==> src/rtl/slice_bus_driver_if.sv <==
// slice_bus_driver_if
//   Request, response and sliced A/B/C bus signals of slice_bus_driver.
//   master : the driver itself (consumes requests and C, drives A/B and responses)
//   slave  : the control/test side plus the slice hierarchy
//   Request  : in_valid, in_ready, in_slice, in_a, in_b
//   Bus      : A, B (to slices), C (from slices)
//   Response : resp_valid, resp_ready, resp_slice, resp_c, resp_nocap, resp_err
interface slice_bus_driver_if #(
  parameter int SLICE_W = 12,
  parameter int BUS_W   = 41,
  parameter int SEL_W   = 2
);
  logic               in_valid;
  logic               in_ready;
  logic [SEL_W-1:0]   in_slice;
  logic [SLICE_W-1:0] in_a;
  logic [SLICE_W-1:0] in_b;
  logic [BUS_W-1:0]   A;
  logic [BUS_W-1:0]   B;
  logic [BUS_W-1:0]   C;
  logic               resp_valid;
  logic               resp_ready;
  logic [SEL_W-1:0]   resp_slice;
  logic [SLICE_W-1:0] resp_c;
  logic               resp_nocap;
  logic               resp_err;

  modport master (
    input  in_valid, in_slice, in_a, in_b, C, resp_ready,
    output in_ready, A, B, resp_valid, resp_slice, resp_c, resp_nocap, resp_err
  );

  modport slave (
    output in_valid, in_slice, in_a, in_b, C, resp_ready,
    input  in_ready, A, B, resp_valid, resp_slice, resp_c, resp_nocap, resp_err
  );
endinterface

==> src/rtl/slice_bus_driver.sv <==
// slice_bus_driver
//   Sequential stimulus/response master for the sliced A/B/C bus. A request
//   drives the A (and, where connected, B) lane of one slice, waits SETTLE
//   cycles, captures that slice's C lane and returns it on a valid/ready
//   response channel. Illegal slice indices answer immediately with resp_err.
//   Ports:
//     clk    clock
//     rst_n  asynchronous active-low reset
//     bus    slice_bus_driver_if.master (request, A/B/C bus, response)
//   Build option:
//     SLICE_DRV_HOLD_EN  defined: A/B keep their values after the response
//                        handshake until the next accepted request.
//                        undefined: A/B clear at the response handshake.
module slice_bus_driver #(
  parameter int          SLICE_W    = 12,
  parameter int          NUM_SLICES = 3,
  parameter int          BUS_W      = 41,
  parameter int          SETTLE     = 2,
  parameter logic [2:0]  B_MASK     = 3'b011,
  parameter logic [2:0]  C_MASK     = 3'b101
) (
  input  logic              clk,
  input  logic              rst_n,
  slice_bus_driver_if.master bus
);

  localparam int SEL_W = 2;
  localparam int CNT_W = (SETTLE > 1) ? $clog2(SETTLE) : 1;

  typedef enum logic [1:0] {IDLE, DRIVE, RESP} state_t;

  state_t             state_q;
  logic [CNT_W-1:0]   cnt_q;
  logic               in_ready_q;
  logic [BUS_W-1:0]   a_q;
  logic [BUS_W-1:0]   b_q;
  logic               resp_valid_q;
  logic [SEL_W-1:0]   resp_slice_q;
  logic [SLICE_W-1:0] resp_c_q;
  logic               resp_nocap_q;
  logic               resp_err_q;

  logic               legal_d;
  logic [BUS_W-1:0]   a_d;
  logic [BUS_W-1:0]   b_d;
  logic [SLICE_W-1:0] c_lane_d;
  logic               c_conn_d;
  logic               unused_c;

  // Place a lane value into the bus position of slice sel; slices whose mask
  // bit is clear (unconnected port) stay 0.
  function automatic logic [BUS_W-1:0] lane_place(
    input logic [SEL_W-1:0]      sel,
    input logic [SLICE_W-1:0]    val,
    input logic [NUM_SLICES-1:0] mask
  );
    logic [BUS_W-1:0] lane;
    lane = '0;
    for (int s = 0; s < NUM_SLICES; s++) begin
      if (int'(sel) == s && mask[s]) lane[s*SLICE_W +: SLICE_W] = val;
    end
    return lane;
  endfunction

  // Extract the C lane of slice sel; unconnected C ports read as 0.
  function automatic logic [SLICE_W-1:0] lane_pick(
    input logic [SEL_W-1:0] sel,
    input logic [BUS_W-1:0] cbus
  );
    logic [SLICE_W-1:0] res;
    res = '0;
    for (int s = 0; s < NUM_SLICES; s++) begin
      if (int'(sel) == s && C_MASK[s]) res = cbus[s*SLICE_W +: SLICE_W];
    end
    return res;
  endfunction

  function automatic logic c_connected(input logic [SEL_W-1:0] sel);
    logic conn;
    conn = 1'b0;
    for (int s = 0; s < NUM_SLICES; s++) begin
      if (int'(sel) == s) conn = C_MASK[s];
    end
    return conn;
  endfunction

  assign legal_d  = int'(bus.in_slice) < NUM_SLICES;
  assign a_d      = lane_place(bus.in_slice, bus.in_a, {NUM_SLICES{1'b1}});
  assign b_d      = lane_place(bus.in_slice, bus.in_b, B_MASK[NUM_SLICES-1:0]);
  assign c_lane_d = lane_pick(resp_slice_q, bus.C);
  assign c_conn_d = c_connected(resp_slice_q);
  // C bits outside the selected slice (and above the used slices) are ignored.
  assign unused_c = ^bus.C;

  always_ff @(posedge clk or negedge rst_n) begin
    if (!rst_n) begin
      state_q      <= IDLE;
      cnt_q        <= '0;
      in_ready_q   <= 1'b1;
      a_q          <= '0;
      b_q          <= '0;
      resp_valid_q <= 1'b0;
      resp_slice_q <= '0;
      resp_c_q     <= '0;
      resp_nocap_q <= 1'b0;
      resp_err_q   <= 1'b0;
    end else begin
      case (state_q)
        IDLE: begin
          if (bus.in_valid) begin
            in_ready_q   <= 1'b0;
            resp_slice_q <= bus.in_slice;
            if (legal_d) begin
              // Whole-bus load also clears any lanes still held from the
              // previous transaction.
              a_q     <= a_d;
              b_q     <= b_d;
              cnt_q   <= CNT_W'(SETTLE - 1);
              state_q <= DRIVE;
            end else begin
              a_q          <= '0;
              b_q          <= '0;
              resp_err_q   <= 1'b1;
              resp_c_q     <= '0;
              resp_nocap_q <= 1'b0;
              resp_valid_q <= 1'b1;
              state_q      <= RESP;
            end
          end
        end
        DRIVE: begin
          if (cnt_q != '0) begin
            cnt_q <= cnt_q - CNT_W'(1);
          end else begin
            resp_c_q     <= c_lane_d;
            resp_nocap_q <= ~c_conn_d;
            resp_valid_q <= 1'b1;
            state_q      <= RESP;
          end
        end
        RESP: begin
          // resp_valid is always high here, so resp_ready alone completes it.
          if (bus.resp_ready) begin
            resp_valid_q <= 1'b0;
            resp_err_q   <= 1'b0;
            in_ready_q   <= 1'b1;
            state_q      <= IDLE;
`ifdef SLICE_DRV_HOLD_EN
            a_q <= a_q;
            b_q <= b_q;
`else
            a_q <= '0;
            b_q <= '0;
`endif
          end
        end
        default: begin
          state_q    <= IDLE;
          in_ready_q <= 1'b1;
        end
      endcase
    end
  end

  assign bus.in_ready   = in_ready_q;
  assign bus.A          = a_q;
  assign bus.B          = b_q;
  assign bus.resp_valid = resp_valid_q;
  assign bus.resp_slice = resp_slice_q;
  assign bus.resp_c     = resp_c_q;
  assign bus.resp_nocap = resp_nocap_q;
  assign bus.resp_err   = resp_err_q;

endmodule

==> src/flat_wrapper.sv <==
// flat-port wrapper written by rule: the top's interface ports become plain ports
module slice_bus_driver_flat 
#(
  parameter int          SLICE_W    = 12,
  parameter int          NUM_SLICES = 3,
  parameter int          BUS_W      = 41,
  parameter int          SETTLE     = 2,
  parameter logic [2:0]  B_MASK     = 3'b011,
  parameter logic [2:0]  C_MASK     = 3'b101
)
  (clk, rst_n, bus_in_valid, bus_in_slice, bus_in_a, bus_in_b, bus_C, bus_resp_ready, bus_in_ready, bus_A, bus_B, bus_resp_valid, bus_resp_slice, bus_resp_c, bus_resp_nocap, bus_resp_err);
  slice_bus_driver_if #(.SLICE_W(SLICE_W), .BUS_W(BUS_W), .SEL_W(2)) bus_i ();
  input  logic clk;
  input  logic rst_n;
  input wire logic [$bits(bus_i.in_valid)-1:0] bus_in_valid;
  input wire logic [$bits(bus_i.in_slice)-1:0] bus_in_slice;
  input wire logic [$bits(bus_i.in_a)-1:0] bus_in_a;
  input wire logic [$bits(bus_i.in_b)-1:0] bus_in_b;
  input wire logic [$bits(bus_i.C)-1:0] bus_C;
  input wire logic [$bits(bus_i.resp_ready)-1:0] bus_resp_ready;
  output wire logic [$bits(bus_i.in_ready)-1:0] bus_in_ready;
  output wire logic [$bits(bus_i.A)-1:0] bus_A;
  output wire logic [$bits(bus_i.B)-1:0] bus_B;
  output wire logic [$bits(bus_i.resp_valid)-1:0] bus_resp_valid;
  output wire logic [$bits(bus_i.resp_slice)-1:0] bus_resp_slice;
  output wire logic [$bits(bus_i.resp_c)-1:0] bus_resp_c;
  output wire logic [$bits(bus_i.resp_nocap)-1:0] bus_resp_nocap;
  output wire logic [$bits(bus_i.resp_err)-1:0] bus_resp_err;
  assign bus_i.in_valid = bus_in_valid;
  assign bus_i.in_slice = bus_in_slice;
  assign bus_i.in_a = bus_in_a;
  assign bus_i.in_b = bus_in_b;
  assign bus_i.C = bus_C;
  assign bus_i.resp_ready = bus_resp_ready;
  assign bus_in_ready = bus_i.in_ready;
  assign bus_A = bus_i.A;
  assign bus_B = bus_i.B;
  assign bus_resp_valid = bus_i.resp_valid;
  assign bus_resp_slice = bus_i.resp_slice;
  assign bus_resp_c = bus_i.resp_c;
  assign bus_resp_nocap = bus_i.resp_nocap;
  assign bus_resp_err = bus_i.resp_err;
  slice_bus_driver #(.SLICE_W(SLICE_W), .NUM_SLICES(NUM_SLICES), .BUS_W(BUS_W), .SETTLE(SETTLE), .B_MASK(B_MASK), .C_MASK(C_MASK)) u_core (.clk(clk), .rst_n(rst_n), .bus(bus_i));
endmodule
==> config.mk <==
export PLATFORM = sky130hd
export DESIGN_NAME = slice_bus_driver_flat
export DESIGN_NICKNAME = d
export VERILOG_FILES = /design/src/rtl/slice_bus_driver_if.sv /design/src/rtl/slice_bus_driver.sv /design/src/flat_wrapper.sv
export SDC_FILE = /design/constraint.sdc
export NUM_CORES = 1
export LEC_CHECK = 0
export BUFFER_PORTS_ARGS = -buffer_cell sky130_fd_sc_hd__buf_4
export CAP_MARGIN = 20
export CORE_ASPECT_RATIO = 1.2
export CORE_MARGIN = 1
export CORE_UTILIZATION = 45
export DETAILED_ROUTE_END_ITERATION = 7
export PLACE_DENSITY_LB_ADDON = 0.05
export SLEW_MARGIN = 20
export SYNTH_ARGS = -nofsm -noshare
export SYNTH_HDL_FRONTEND = slang
export SYNTH_SLANG_ARGS = --single-unit
==> constraint.sdc <==
create_clock -name clk -period 3 [get_ports clk]
set_input_delay 0.6 -clock clk [delete_from_list [all_inputs] [get_ports clk]]
set_output_delay 0.6 -clock clk [all_outputs]
set_load 0.03 [all_outputs]
==> results_dict.tcl, run 1 <==
set metrics [dict create \
    netlist.area_leader.share_pct 49.34 \
    cap_violations 0 \
    grt_first_pass_wirelength_mm 15.55 \
    finalHoldViolCount 0 \
    ir_drop_mv 0.3871 \
    place_ws_ns 1.031 \
    arrival_ns 1.41 \
    rsz0062_at_grt "false" \
    hold_path_class "input pin to async pin" \
    synth_area_leaders "dfrtp_1 (49%), o31ai_1 (7.6%), nand3_1 (7.4%)" \
    slew_violations 0 \
    layout.nets 563 \
    globalRoute.totalOverflow 0 \
    clkLatencyLatePin_ns 0.35 \
    initialDrtViolationCount 194 \
    tightest_slew_ns 0.8702 \
    path_delay_family "flip-flops" \
    design.core.area_sq_mm 0.008657 \
    synth.most_common_cell "dfrtp_1" \
    fin_worst_skew_ns 0.005801 \
    row_count 37 \
    fin_hold_ws_ns 0.2671 \
    drive_gt1_share_pct 36.62 \
    end_kind "output pin" \
    cts_max_path_buffers 2 \
    numCtsBuffers 9 \
    grt_max_degree 89 \
    routed_wl_mm 9.838 \
    antenna_cells 0 \
    postCtsResizedCells 0 \
    synth_commonest_cells "dfrtp_1 (80), nand3_1 (60), o31ai_1 (41)" \
    postRouteAntennaNets 0 \
    gp_congestion 0.7446 \
    cts-root-buf "clkbuf_8" \
    min_period_ns 2.014 \
    cts.sinks 81 \
    cp_cell_sequence "buf_4" \
    die_y_microns 106.0 \
    vias 3322 \
    area_delta_synth_final_pct 27.47 \
    die_x_microns 88.69 \
    die-area_sq_mm 0.009402 \
    grt_pass1_vias 3197 \
    fin_tns_setup_ns 0 \
    yosysTopAreaCell "dfrtp_1" \
    antenna_found_initial 0 \
    cp_slowest_cell "dfrtp_1" \
    fmax_mhz 496.4 \
    vias_per_cell 5.410 \
    dpl.hpwl_mm 6.677 \
    min_period_over_period_pct 67.15 \
    fin_ws_ns 0.9855 \
    cp_data_required_time_ns 2.40 \
    io_buffers 131 \
    ys_warn_count 0 \
    synth-edff-count 0 \
    synthesis.area_sq_mm 0.004058 \
    hold_buffers 0 \
    ys_ff_latch 81 \
    p_leak_nw 2.419 \
    wl_per_cell_microns 16.02 \
    syn-instance-count 386 \
    status "completed" \
    clk_pin_slew_ns 0.07 \
    remaining_drc_errors 0 \
    initial_utilization_pct 46.87 \
    io_pins 171 \
    crit_fanout 14 \
    power_density_mw_per_mm2 945.8 \
    utilization_pct 59.75 \
    ys_seq_area_share_pct 49.98 \
    startpoint_type "register" \
    htreeDepth 3 \
    synth-main-ff-cell "dfrtp_1" \
    path_class "register to output pin" \
    cpPeakStageDelay_ns 0.79 \
    synth_cell_types 32 \
    slew_headroom_pct 41.99 \
    path_buf_inv 1 \
    syn_area_per_cell_sq_um 10.51 \
    track_usage_pct 21.72 \
    cts_setup_buffers 0 \
    cts_tree "done" \
    setup_viol 0 \
    synthArstFlopShare_pct 100.0 \
    dr.pass1.iters 4 \
]
## registers in the layout (all words and copies together) (netlist names)
name                   flops
u_core.bus.resp_slice      2
u_core.bus.resp_nocap      1
u_core.bus.A              36
u_core.cnt_q               1
u_core.bus.B              24
u_core.bus.resp_err        1
u_core.bus.resp_c         12
u_core.bus.resp_valid      1
u_core.bus.in_ready        1
u_core.state_q             2
## worst paths after layout
path,start,end,slack [ns],cells after the start
setup / recovery,u_core.bus.resp_slice[1],bus_resp_slice[1],0.99,1
hold / removal,rst_n,u_core.bus.resp_c[2],0.27,1
setup reg to reg,u_core.state_q[0],u_core.bus.A[28],1.02,3
hold reg to reg,u_core.bus.A[1],u_core.bus.A[1],0.49,2
max in group asynchronous,rst_n,u_core.bus.in_ready,1.94,2
min in group clk,bus_resp_ready,u_core.state_q[1],0.47,2
## kinds of logic (layout without fill, tap and decap cells)
group	Yosys count	count (layout)	synth area share [%]
flip-flops	81	81	49.98
AND/OR/NAND/NOR	76	76	9.837
buffers and inverters	70	160	11.13
AO/OA/AOI/OAI	143	143	25.19
multiplexers	15	15	3.762
other	1	22	0.09242
## final cells by class
class                           count  area [sq um]
Fill cell                         785          3485
Sequential cell                    81          2032
Multi-Input combinational cell    256          1675
Timing Repair Buffer              141          1109
Clock buffer                       13         158.9
Tap cell                          117         146.4
Clock inverter                      3         40.04
Inverter                            3         11.26
## report_power, final
group	total [W]	leakage [nW]	internal, W	switching (W)
Clock	0.000804	0.103	0.000428	0.000375
Sequential	0.00173	1.08	0.00142	0.000312
Combinational	0.00236	1.23	0.000842	0.00151
Total	0.00489	2.42	0.00269	0.00220
## cells in the final DEF, fill, tap and decap left out, types with 2 or more instances in the layout
master,n
buf_4,137
dfrtp_1,79
nand3_1,60
o31ai_1,41
o21ai_1,40
conb_1,22
o21ai_0,20
o31ai_2,20
mux2i_1,12
o2bb2ai_1,12
clkbuf_8,11
a21oi_1,6
nand2b_1,4
buf_12,4
inv_1,3
nor2_1,2
mux2_1,2
nand2_1,2
a31oi_1,2
clkinv_2,2
clkbuf_1,2
## per-stage QoR
step / power (W) / instance area [sq um] / cells
floorplan: 0.003422 / 4136 / 407
global placement: 0.004099 / 4974 / 598
detailed placement: 0.004128 / 4974 / 598
CTS: 0.004940 / 5172 / 614
global route: 0.005189 / 5172 / 614
finish: 0.004892 / 5172 / 614
## metal layers
metal	up-vias	wire length [microns]	global-route usage [%]
met5	-	0	0
met4	0	233	10.25
met3	18	681	4.193
met2	133	4717	35.16
met1	1568	4205	27.66
li1	1603	-	-
Power figures use the tool's default switching activity.
==> run 2: changes to the inputs <==
==> constraint.sdc (replaced) <==
create_clock -name clk -period 1.9 [get_ports clk]
set_input_delay 0.38 -clock clk [delete_from_list [all_inputs] [get_ports clk]]
set_output_delay 0.38 -clock clk [all_outputs]
set_load 0.03 [all_outputs]
==> run 2 against run 1 <==
  * Clock power grew 50%
  * Critical endpoint is now u_core.bus.B[0]
  * Sequential share of layout area shrank 0.51 points
  * Critical path depth increased by 4
  * Clock skew up 0.0065 ns
  * Non-clock buffer count rose by 5
  * Clock-buffer cell count down 1
  * Combinational power grew 67%
  * Via count fell by 0.60%
  * Final area rose by 1.3%
==> results_dict.tcl, run 2 (synthesis results as in run 1) <==
set metrics [dict create \
    status "completed" \
    utilization_pct 60.53 \
    cap_violations 0 \
    crit_path_frequent_cell "buf_12" \
    antenna_cells 0 \
    grt_pass1_vias 3084 \
    final_cell_mix "buf_4 (138), dfrtp_1 (79), nand3_1 (60), o31ai_1 (41), o21ai_1 (40)" \
    min_period_over_period_pct 87.28 \
    initialDrtViolationCount 176 \
    cp_cell_sequence "mux2i_4, buf_12, buf_12, o21ai_0, o31ai_2" \
    htreeDepth 3 \
    grt_first_pass_wirelength_mm 15.41 \
    die-area_sq_mm 0.009402 \
    setup_viol 0 \
    fin_worst_skew_ns 0.01230 \
    area_delta_synth_final_pct 29.14 \
    cp_slowest_cell "dfrtp_1" \
    clk_pin_slew_ns 0.08 \
    numCtsBuffers 9 \
    wl_per_cell_microns 16.02 \
    finalHoldViolCount 0 \
    fin_tns_setup_ns 0 \
    initial_utilization_pct 46.87 \
    cts-root-buf "clkbuf_8" \
    fill_cells 778 \
    design.core.area_sq_mm 0.008657 \
    globalRoute.totalOverflow 0 \
    min_period_ns 1.658 \
    p_leak_nw 2.437 \
    grt_max_degree 91 \
    postRouteAntennaNets 0 \
    layout.nets 568 \
    end_kind "register" \
    rsz0062_at_grt "false" \
    cts_max_path_buffers 2 \
    dpl.hpwl_mm 6.709 \
    gp_congestion 0.7519 \
    cpPeakStageDelay_ns 0.56 \
    largest_reg_flops 36 \
    arrival_ns 1.92 \
    final_common_cell "buf_4" \
    vias 3302 \
    row_count 37 \
    startpoint_type "register" \
    slew_violations 0 \
    track_usage_pct 21.46 \
    die_y_microns 106.0 \
    cts_setup_buffers 0 \
    cts_tree "done" \
    drive_gt1_share_pct 36.85 \
    regArea_sq_mm 0.002032 \
    fmax_mhz 603.0 \
    cts.sinks 81 \
    path_buf_inv 2 \
    power_density_mw_per_mm2 1485 \
    die_x_microns 88.69 \
    crit_fanout 50 \
    path_class "register to register" \
    routed_wl_mm 9.914 \
    cp_data_required_time_ns 2.16 \
    remaining_drc_errors 0 \
    ir_drop_mv 0.8100 \
    antenna_found_initial 0 \
    multi_input_comb_area_sq_mm 0.001675 \
    io_buffers 131 \
    dr.pass1.iters 6 \
    placedCellCount 602 \
    finalNonFillerCells 619 \
    vias_per_cell 5.334 \
    path_delay_family "flip-flops" \
    clkLatencyLatePin_ns 0.35 \
    postCtsResizedCells 0 \
    io_pins 171 \
    hold_path_class "input pin to register" \
]
==> run 2: repair_timing <==
action / in CTS / in global routing
setup endpoints to repair: 0 / 0
hold buffers: 1 / 0
endpoints found under the hold margin: 5 / 0
==> run 2: worst register-to-register path, stage by stage (launching register included) <==
cell and delay [ns]:
dfrtp_1 0.56, mux2i_4 0.32, buf_12 0.27, buf_12 0.24, o21ai_0 0.11, o31ai_2 0.08
==> run 2: routing by layer <==
layer	GRT usage [%]	wire (microns)	vias up
met5	0	0	-
met4	8.410	180	0
met3	3.804	575	14
met2	35.55	4997	119
met1	27.55	4159	1566
li1	-	-	1603
==> run 2: metrics by stage <==
| step | hold slack, ns | area (sq um) | setup slack (ns) | total power, W |
|---|---|---|---|---|
| final | 0.2467 | 5240 | 0.2417 | 0.007780 |
| after CTS | 0.2277 | 5240 | 0.2633 | 0.007860 |
| after global placement | 0.2027 | 5041 | 0.3170 | 0.006568 |
| after detailed placement | 0.2020 | 5041 | 0.2849 | 0.006625 |
| after global routing | 0.2375 | 5240 | 0.1214 | 0.008243 |
| after floorplan | 0.08441 | 4136 | 0.5046 | 0.005404 |
==> run 2: worst paths after layout <==
| check | from | depth (start not counted) | to | slack [ns] |
|---|---|---|---|---|
| worst max-delay path | u_core.state_q[1] | 5 | u_core.bus.B[0] | 0.24 |
| worst min-delay path | bus_resp_ready | 2 | u_core.state_q[1] | 0.25 |
| worst max register to register | u_core.state_q[1] | 5 | u_core.bus.B[0] | 0.24 |
| worst min register to register | u_core.bus.resp_c[5] | 1 | u_core.bus.resp_c[5] | 0.49 |
| max in group asynchronous | rst_n | 3 | u_core.bus.B[21] | 0.92 |
| min in group asynchronous | rst_n | 2 | u_core.bus.resp_c[2] | 0.38 |
==> run 2: layout make-up <==
| cell class | count | share of cell area (%) |
|---|---|---|
| sequential | 81 | 38.78 |
| timing repair buffer | 146 | 22.64 |
| multi-input combinational | 256 | 31.97 |
| clock inverter | 4 | 1.027 |
| inverter | 3 | 0.2149 |
| clock buffer | 12 | 2.579 |
| tap | 117 | 2.794 |
==> run 2: report_power, final <==
| part | total (W) | switching, W | internal (W) |
|---|---|---|---|
| Clock | 0.00121 | 0.000603 | 0.000611 |
| Sequential | 0.00261 | 0.000368 | 0.00225 |
| Combinational | 0.00395 | 0.00254 | 0.00141 |
==> run 3: changes to the inputs <==
==> constraint.sdc (replaced) <==
create_clock -name clk -period 1.9 [get_ports clk]
set_input_delay 0.38 -clock clk [delete_from_list [all_inputs] [get_ports clk]]
set_output_delay 0.38 -clock clk [all_outputs]
set_load 0.02 [all_outputs]
==> run 3 against run 2 <==
  * Largest power group unchanged
  * Worst hold slack gained 0.012 ns
  * Die area is the same
  * Wire length barely moved
  * Non-clock buffer count stayed put
  * Highest routed layer unchanged
  * First-iteration DRC count decreased by 6.8%
  * Final area is 0.29% lower
  * Sequential power about the same
==> results_dict.tcl, run 3 (synthesis results as in run 1) <==
set metrics [dict create \
    fin_ws_ns 0.2795 \
    track_usage_pct 22.16 \
    dr.pass1.iters 4 \
    path_class "register to output pin" \
    hold_buffers 1 \
    htreeDepth 3 \
    fin_tns_setup_ns 0 \
    initial_utilization_pct 46.87 \
    routed_wl_mm 9.915 \
    largest_reg_flops 36 \
    row_count 37 \
    io_pins 171 \
    grt_max_degree 91 \
    crit_fanout 10 \
    layout.nets 568 \
    drive_gt1_share_pct 37.05 \
    globalRoute.totalOverflow 0 \
    path_buf_inv 1 \
    path_delay_family "flip-flops" \
    cp_cell_sequence "buf_4" \
    design.core.area_sq_mm 0.008657 \
    end_kind "output pin" \
    power_density_mw_per_mm2 1420 \
    place_area_sq_mm 0.005016 \
    cp_data_required_time_ns 1.52 \
    arrival_ns 1.24 \
    min_period_ns 1.620 \
    fin_hold_ws_ns 0.2584 \
    cpPeakStageDelay_ns 0.66 \
    hold_path_class "input pin to register" \
    fill_cells 760 \
    wl_per_cell_microns 16.02 \
    rsz0062_at_grt "false" \
    fin_worst_skew_ns 0.009811 \
    postCtsResizedCells 0 \
    dpl.hpwl_mm 6.780 \
    initialDrtViolationCount 164 \
    antenna_found_initial 0 \
    postRouteAntennaNets 0 \
    cap_violations 0 \
    cts_setup_buffers 0 \
    clkLatencyLatePin_ns 0.35 \
    status "completed" \
    remaining_drc_errors 0 \
    io_buffers 131 \
    vias_per_cell 5.351 \
    grt_pass1_vias 3165 \
    p_leak_nw 2.444 \
    die-area_sq_mm 0.009402 \
    cts-root-buf "clkbuf_8" \
    fin_area_sq_mm 0.005225 \
    vias 3312 \
    power_frac_seq_pct 35.5 \
    swShare_pct 42.10 \
    antenna_cells 0 \
    gp_congestion 0.7404 \
    die_y_microns 106.0 \
    combinationalPowerShare_pct 47.3 \
    area_delta_synth_final_pct 28.77 \
    min_period_over_period_pct 85.29 \
    startpoint_type "register" \
    setup_viol 0 \
    final_common_cell "buf_4" \
    ir_drop_mv 0.6523 \
    cts.sinks 81 \
    power.switching_w 0.003123 \
    finalHoldViolCount 0 \
    numCtsBuffers 9 \
    grt_first_pass_wirelength_mm 15.85 \
    p_int_w 0.004296 \
    p_clk_share_pct 17.3 \
    fmax_mhz 617.1 \
    slew_violations 0 \
    cts_max_path_buffers 2 \
    cp_slowest_cell "dfrtp_1" \
    clk_pin_slew_ns 0.08 \
    place_ws_ns 0.3098 \
    cts_tree "done" \
    final_cell_mix "buf_4 (140), dfrtp_1 (79), nand3_1 (60), o31ai_1 (41), o21ai_1 (40)" \
    die_x_microns 88.69 \
]
run 3: changes by cell type in the layout (fill, tap and decap cells not counted):
cell	previous run	this run
buf_4	138	140
clkinv_2	0	2
clkinvlp_4	2	0
clkinv_4	1	0
buf_12	7	5
clkbuf_8	9	11
clkbuf_1	3	2
run 3: per-stage QoR:
step	power, W	util [%]	std cells
after floorplan	0.005024	-	407
after global placement	0.006128	57.94	602
after detailed placement	0.006195	57.94	602
after CTS	0.007482	60.36	619
after global routing	0.007904	60.36	619
final	0.007420	60.36	619
run 3: area by class of cell:
type,count,area [sq um],area share (%)
Clock buffer,13,158.9,3.041
Clock inverter,3,40.04,0.7663
Inverter,3,11.26,0.2155
Multi-Input combinational cell,256,1675,32.06
Sequential cell,81,2032,38.89
Tap cell,117,146.4,2.802
Timing Repair Buffer,146,1161,22.22
run 3: power by group through the flow:
stage                     registers [W]  clock network, W  logic (W)
after floorplan                 0.00312                 0    0.00191
after global placement          0.00264                 0    0.00349
after detailed placement        0.00267                 0    0.00352
after CTS                       0.00264           0.00132    0.00353
after global routing            0.00271           0.00138    0.00381
final                           0.00263           0.00128    0.00351
run 3: worst paths after layout:
path / start / end / slack, ns / cells after the start
worst max-delay path: u_core.bus.resp_slice[1] / bus_resp_slice[1] / 0.28 / 1
worst min-delay path: bus_resp_ready / u_core.state_q[1] / 0.26 / 2
worst max register to register: u_core.state_q[1] / u_core.bus.A[7] / 0.29 / 5
worst min register to register: u_core.bus.B[23] / u_core.bus.B[23] / 0.49 / 2
max in group asynchronous: rst_n / u_core.bus.B[3] / 0.93 / 3
min in group asynchronous: rst_n / u_core.bus.resp_c[10] / 0.38 / 2
run 3: per-layer routing:
layer  part of all wire, %  global-route usage [%]
met5                     0                       0
met4                   3.1                   11.75
met3                   6.3                   4.193
met2                    49                   35.00
met1                    42                   28.52
